$ cat src/rtl/hilo_mult_unit.sv
// Hi/Lo multiply unit: 64x64 -> 128-bit sequential shift-add multiplier
// with directly writable Hi and Lo result registers.
//
// state | meaning
// IDLE  | waiting; accepts MulStart and direct Hi/Lo writes
// CALC  | one multiplier bit per cycle, 64 cycles; writes discarded
// DONE  | one-cycle completion; Hi/Lo hold the product; accepts MulStart
module hilo_mult_unit (
  input  logic        Clk,
  input  logic        Reset,
  input  logic        MulStart,
  input  logic        MulSigned,
  input  logic [63:0] OpA,
  input  logic [63:0] OpB,
  input  logic        HiWrite,
  input  logic        LoWrite,
  input  logic [63:0] WriteData,
  output logic [63:0] Hi_ReadData,
  output logic [63:0] Lo_ReadData,
  output logic        HiLo_Busy,
  output logic        MulDone
);

  typedef enum logic [1:0] {IDLE, CALC, DONE} state_t;

  state_t         state, state_nxt;
  logic [5:0]     cnt;
  logic [127:0]   mcand;
  logic [63:0]    mplier;
  logic           sign;
  logic [127:0]   acc;
  logic [63:0]    hi, lo;

  logic [63:0]    mag_a, mag_b;
  logic [127:0]   acc_sum, product;
  logic           accept, last;

  // -2^63 negates to itself, which is the correct unsigned magnitude
  assign mag_a   = (MulSigned && OpA[63]) ? (~OpA + 64'd1) : OpA;
  assign mag_b   = (MulSigned && OpB[63]) ? (~OpB + 64'd1) : OpB;
  assign acc_sum = acc + (mplier[0] ? mcand : 128'd0);
  assign product = sign ? (~acc_sum + 128'd1) : acc_sum;
  assign accept  = (state != CALC);
  assign last    = (state == CALC) && (cnt == 6'd63);

  always_ff @(posedge Clk or posedge Reset) begin
    if (Reset) state <= IDLE;
    else       state <= state_nxt;
  end

  always_comb begin
    state_nxt = state;
    HiLo_Busy = 1'b0;
    MulDone   = 1'b0;
    case (state)
      IDLE: if (MulStart) state_nxt = CALC;
      CALC: begin
        HiLo_Busy = 1'b1;
        if (cnt == 6'd63) state_nxt = DONE;
      end
      DONE: begin
        MulDone   = 1'b1;
        state_nxt = MulStart ? CALC : IDLE;
      end
      default: state_nxt = IDLE;
    endcase
  end

  always_ff @(posedge Clk or posedge Reset) begin
    if (Reset) begin
      cnt    <= 6'd0;
      mcand  <= 128'd0;
      mplier <= 64'd0;
      sign   <= 1'b0;
      acc    <= 128'd0;
    end else if (accept && MulStart) begin
      cnt    <= 6'd0;
      mcand  <= {64'd0, mag_a};
      mplier <= mag_b;
      sign   <= MulSigned & (OpA[63] ^ OpB[63]);
      acc    <= 128'd0;
    end else if (state == CALC) begin
      cnt    <= cnt + 6'd1;
      mcand  <= mcand << 1;
      mplier <= mplier >> 1;
      acc    <= acc_sum;
    end
  end

  // The product wins over a direct write on the CALC-to-DONE edge
  always_ff @(posedge Clk or posedge Reset) begin
    if (Reset) begin
      hi <= 64'd0;
      lo <= 64'd0;
    end else if (last) begin
      hi <= product[127:64];
      lo <= product[63:0];
    end else if (accept) begin
      if (HiWrite) hi <= WriteData;
      if (LoWrite) lo <= WriteData;
    end
  end

  assign Hi_ReadData = hi;
  assign Lo_ReadData = lo;

endmodule

$ cat config.mk
export PLATFORM = sky130hd
export DESIGN_NAME = hilo_mult_unit
export DESIGN_NICKNAME = d
export VERILOG_FILES = /design/src/rtl/hilo_mult_unit.sv
export SDC_FILE = /design/constraint.sdc
export NUM_CORES = 2
export LEC_CHECK = 0
export BUFFER_PORTS_ARGS = -buffer_cell sky130_fd_sc_hd__buf_2
export CAP_MARGIN = 30
export CORE_MARGIN = 2
export CORE_UTILIZATION = 38
export CTS_BUF_LIST = sky130_fd_sc_hd__clkbuf_16
export CTS_CLUSTER_SIZE = 30
export DETAILED_ROUTE_END_ITERATION = 6
export PLACE_DENSITY = 0.58
export SYNTH_ARGS = -nofsm -noshare
export SYNTH_HDL_FRONTEND = slang
export SYNTH_SLANG_ARGS = --single-unit
$ cat constraint.sdc
create_clock -name Clk -period 45.8 [get_ports Clk]
set_input_delay 6.87 -clock Clk [delete_from_list [all_inputs] [get_ports Clk]]
set_output_delay 6.87 -clock Clk [all_outputs]
set_load 0.03 [all_outputs]
### After elaboration in Yosys (flattened, before gate mapping)

Cells that the tools add are included.

| operators by class | value |
|---|---|
| mux-type cells | 24 |
| bitwise gates (word level) | 5 |
| add/subtract/negate cells | 5 |
| reduce and logical (&&, ||, !) cells | 12 |
| equality and inequality tests | 6 |

Operators by type and width:

| operator | count |
|---|---|
| 2-to-1 mux 128 bit | 6 |
| 2-to-1 mux 64 bit | 10 |
| adder 128 x 1 -> 128 bit (second input constant) | 1 |
| adder 128 bit | 1 |
| adder 64 x 1 -> 64 bit (second input constant) | 2 |
| inverter 128 bit | 1 |
| inverter 64 bit | 2 |
| 2-to-1 mux 6 bit | 2 |
| nonzero test 2 bit | 4 |
| adder 6 x 1 -> 6 bit (second input constant) | 1 |
| == test 6 bit (second input constant) | 1 |
| one-hot mux 2 bit (3 select lines) | 1 |
| AND reduction 2 bit | 3 |
| logical AND 1 bit | 4 |
| 2-to-1 mux 2 bit | 2 |
| != test 2 x 1 -> 1 bit (second input constant) | 2 |
| 2-to-1 mux 1 bit | 3 |
| == test 2 x 1 -> 1 bit (second input constant) | 1 |
| == test 2 bit (second input constant) | 1 |
| logical NOT 2 bit | 1 |
| != test 2 bit (second input constant) | 1 |
| AND 1 bit | 1 |
| bitwise XOR 1 bit | 1 |

| word-level totals | value |
|---|---|
| input port bits | 198 |
| output and inout port bits | 130 |
| register bits after elaboration | 457 |
| logic and storage cells | 60 |

### Depth between registers and ports, before layout

| logic depth | value |
|---|---|
| word-level depth | 6 |
| depth in mapped cells | 22 |
| mapped depth without buffers | 18 |

### Worst setup path before layout

No wires, ideal clock.

| path | value |
|---|---|
| path type | input to register |
| start | input OpB[8] |
| end | register mplier[61] |
| path buffers | 0 |
| setup time | 0.133 ns |
| arrival time | 10.300 ns |
| path slack | 35.367 ns |
| data required time | 45.667 ns |
| stages | 14 |
| cell sequence | or4_1 -> or3_1 -> or2_2 -> nand2b_1 -> nor3_1 -> nand4_1 -> or2_2 -> nor3_1 -> nand3_1 -> o21ai_0 -> xor2_1 -> nand2_1 -> o21ai_0 -> o21ai_0 |

| between the ends | value |
|---|---|
| cells in the longest elaborated chain, start to end | 4 |

Ends and longest elaborated chain:

| what | RTL line | text |
|---|---|---|
| from (decl) | 14 | `input logic [63:0] OpB,` |
| inverter 64 bit | 40 | `assign mag_b = (MulSigned && OpB[63]) ? (~OpB + 64'd1) : OpB;` |
| adder 64 x 1 -> 64 bit | 40 |  |
| 2-to-1 mux 64 bit | 40 |  |
| 2-to-1 mux 64 bit | 76 | `end else if (accept && MulStart) begin` |
| to (signal assigned) | 79 | `mplier <= mag_b;` |
| to (signal assigned) | 85 | `mplier <= mplier >> 1;` |
| to (decl) | 29 | `logic [63:0] mplier;` |

No other way between the ends.
A chain may end at the register's enable or synchronous reset.

### Worst setup path in the final report

Ends and elaborated chain as after synthesis.

==> results.json <==
{
  "place.gp.congestion": 1.05,
  "ys_types": 113,
  "io_pins": 328,
  "synth-main-ff-cell": "dfrtp_1",
  "grt_first_pass_wirelength_mm": 229,
  "die_x_um": 316,
  "power_density_mw_per_mm2": 57.2,
  "end_kind": "flip-flop",
  "path_class": "in -> reg",
  "register_area_mm2": 0.0114,
  "synth_edf_count": 0,
  "ant_nets": 0,
  "totalWireLength_mm": 153,
  "io_buffer_count": 327,
  "setup_viol": 0,
  "synth.avg_cell_area_um2": 7.49,
  "dp_hpwl_mm": 121,
  "final_cells": 6419,
  "ys_seq_area_share_pct": 30.8,
  "arrival_ns": 11.19,
  "cts_resized": 0,
  "rsz0062_at_grt": "false",
  "worstMarginPinSlew_ns": 1.10,
  "overflow": 0,
  "dieArea_mm2": 0.100,
  "start_util_pct": 38.4,
  "p_leak_nw": 18.0,
  "status": "finished, final reports clean",
  "cts_buffer_depth": 3,
  "coreArea_mm2": 0.0967,
  "cts_hold_buf": 0,
  "fin_area_mm2": 0.0417,
  "cts.htree.levels": 2,
  "post-route-min-period_ns": 10.68,
  "via_count": 38300,
  "drtIter0Drc": 4175,
  "synth_warnings": 0,
  "grt_max_degree": 159,
  "drc": 0,
  "drv_slew": 0,
  "cts_sinks": 457,
  "dpl_cell_area_mm2": 0.0398,
  "synth_area_mm2": 0.0371,
  "wire_per_inst_um": 23.8,
  "fin_skew_ns": 0.0602,
  "clock-root-buffer": "clkbuf_16",
  "grt_use_total_pct": 29.8,
  "fin_nets": 5421,
  "clock_latency_ns": 0.69,
  "maxSlewHeadroom_pct": 26.1,
  "place_inst": 6308,
  "max_freq_ghz": 0.0936,
  "peakVddDrop_v": 0.0000308,
  "synth-seq-cells": 457,
  "synth_nets": 5282,
  "syn_to_final_growth_pct": 12.3,
  "fill_cells": 10100,
  "grt_pass1_vias": 35400,
  "synthArstFlopShare_pct": 100,
  "firstDrtPassIters": 6,
  "timing.max_cap.violations": 0,
  "antenna_found_initial": 20,
  "cts_setup_buffers": 0,
  "synthCells": 4952,
  "fin_crit_sh_pct": 23.3,
  "required_ns": 46.30,
  "most-common-layout-cells": "878 x nand2_1, 579 x o21ai_0, 455 x dfrtp_1, 379 x a21oi_1, 345 x nor2_1",
  "rows": 114,
  "finalPower_w": 0.00238,
  "critPathMaxFanout": 6,
  "tns_ns": 0,
  "die_y_um": 316,
  "multi_input_comb_area_mm2": 0.0243,
  "hold_viol": 0,
  "start_kind": "input pin",
  "drive_gt1_share_pct": 11.6,
  "mostFrequentLayoutCell": "nand2_1",
  "clk_pin_slew_worst_paths_ns": 0.07,
  "worstHoldPathType": "reg -> reg",
  "rrSetupSlack_ns": 37.52,
  "numCtsBuffers": 56,
  "via_per_inst": 5.97,
  "cts_tree": "done"
}
worst max-delay path, cell delays in order:
cell	delay [ns]
buf_2	0.12
or4_1	0.56
or3_1	0.34
or2_2	0.30
nand2b_1	0.23
nor3_1	0.51
nand4_1	0.25
or2_2	0.39
nor3_1	0.55
nand3_1	0.30
o21ai_0	0.36
xor2_1	0.17
nand2_1	0.06
o21ai_0	0.09
o21ai_0	0.09
power breakdown:
part / switching (W) / total [W] / internal (W)
clock network: 0.000198 / 0.000456 / 0.000258
logic: 0.000905 / 0.00130 / 0.000392
registers: 0.0000921 / 0.000629 / 0.000537
total: 0.00120 / 0.00238 / 0.00119
metal layers:
metal | vias to the layer above | global-route usage [%] | routed length [µm]
li1 | 18000 | - | -
met1 | 18400 | 41.4 | 68100
met2 | 1586 | 45.1 | 65100
met3 | 296 | 7.00 | 13500
met4 | 26 | 10.9 | 6180
met5 | - | 0 | 145
flip-flops by register name (all words and copies together) (netlist names):
| signal | count |
|---|---|
| cnt | 6 |
| sign | 1 |
| Lo_ReadData | 64 |
| Hi_ReadData | 64 |
| state | 2 |
| mplier | 64 |
| mcand | 128 |
| acc | 128 |
through the flow:
stage                     hold slack, ns  setup slack [ns]  utilization [%]
final                              0.477             35.12             43.1
after global routing               0.510             34.78             43.1
after CTS                          0.477             35.16             43.0
after detailed placement           0.468             34.42             41.1
after global placement             0.466             34.48             41.0
after floorplan                    0.445             26.19                -
cells by family after synthesis:
group / after synthesis / share of synthesized area (%)
AOI/OAI and AO/OA: 1451 / 23.7
xor gates and xnor gates: 307 / 7.29
adders and majority gates: 132 / 4.47
buffers and inverters: 360 / 3.74
DFF: 457 / 30.8
muxes: 101 / 2.73
and+or+nand+nor: 2144 / 27.3
path summary, 6_finish.rpt:
check | end | from | cells after the start
max | mplier[61]$_DFFE_PP0P_ | OpB[8] | 15
min | mcand[110]$_DFFE_PP0P_ | mcand[109]$_DFFE_PP0P_ | 2
max reg2reg | Hi_ReadData[51]$_DFFE_PP0P_ | mplier[0]$_DFFE_PP0P_ | 17
min reg2reg | mcand[110]$_DFFE_PP0P_ | mcand[109]$_DFFE_PP0P_ | 2
max in group asynchronous | sign$_DFFE_PP0P_ | Reset | 3
min in group asynchronous | Lo_ReadData[51]$_DFFE_PP0P_ | Reset | 2
synthesized netlist by cell type (21+ instances only):
| library cell | n | area share (%) |
|---|---|---|
| nand3_1 | 275 | 3.7 |
| xnor2_1 | 152 | 3.6 |
| dfrtp_1 | 457 | 31 |
| o31ai_1 | 68 | 1.4 |
| or3_1 | 46 | 0.78 |
| mux2i_1 | 98 | 2.6 |
| or2_2 | 30 | 0.51 |
| and2_1 | 149 | 2.5 |
| and4_1 | 24 | 0.57 |
| nand4_1 | 96 | 1.6 |
| o41ai_1 | 23 | 0.54 |
| ha_1 | 131 | 4.4 |
| inv_1 | 40 | 0.40 |
| o211ai_1 | 32 | 0.65 |
| clkbuf_1 | 269 | 2.7 |
| o21ai_0 | 579 | 7.8 |
| nor4_1 | 35 | 0.59 |
| and3_1 | 47 | 0.79 |
| a21o_1 | 34 | 0.69 |
| nand2b_1 | 29 | 0.49 |
| o21ai_1 | 28 | 0.38 |
| a21oi_1 | 379 | 5.1 |
| xor2_1 | 153 | 3.6 |
| a211oi_1 | 21 | 0.42 |
| o21a_1 | 33 | 0.67 |
| a31oi_1 | 45 | 0.76 |
| nor2_1 | 345 | 3.5 |
| nor3_1 | 95 | 1.3 |
| buf_1 | 22 | 0.22 |
| nand2_1 | 881 | 8.9 |
| buf_2 | 26 | 0.35 |
final cells by class:
class                      count  area share (%)
multi-input combinational   4135            58.3
sequential                   457            27.5
timing repair buffer         399            5.48
tap                         1276            3.83
clock buffer                  56            3.36
clock inverter                46            1.05
inverter                      42           0.438
antenna                        8          0.0480
Note: power is estimated with default switching activity, not from simulation.
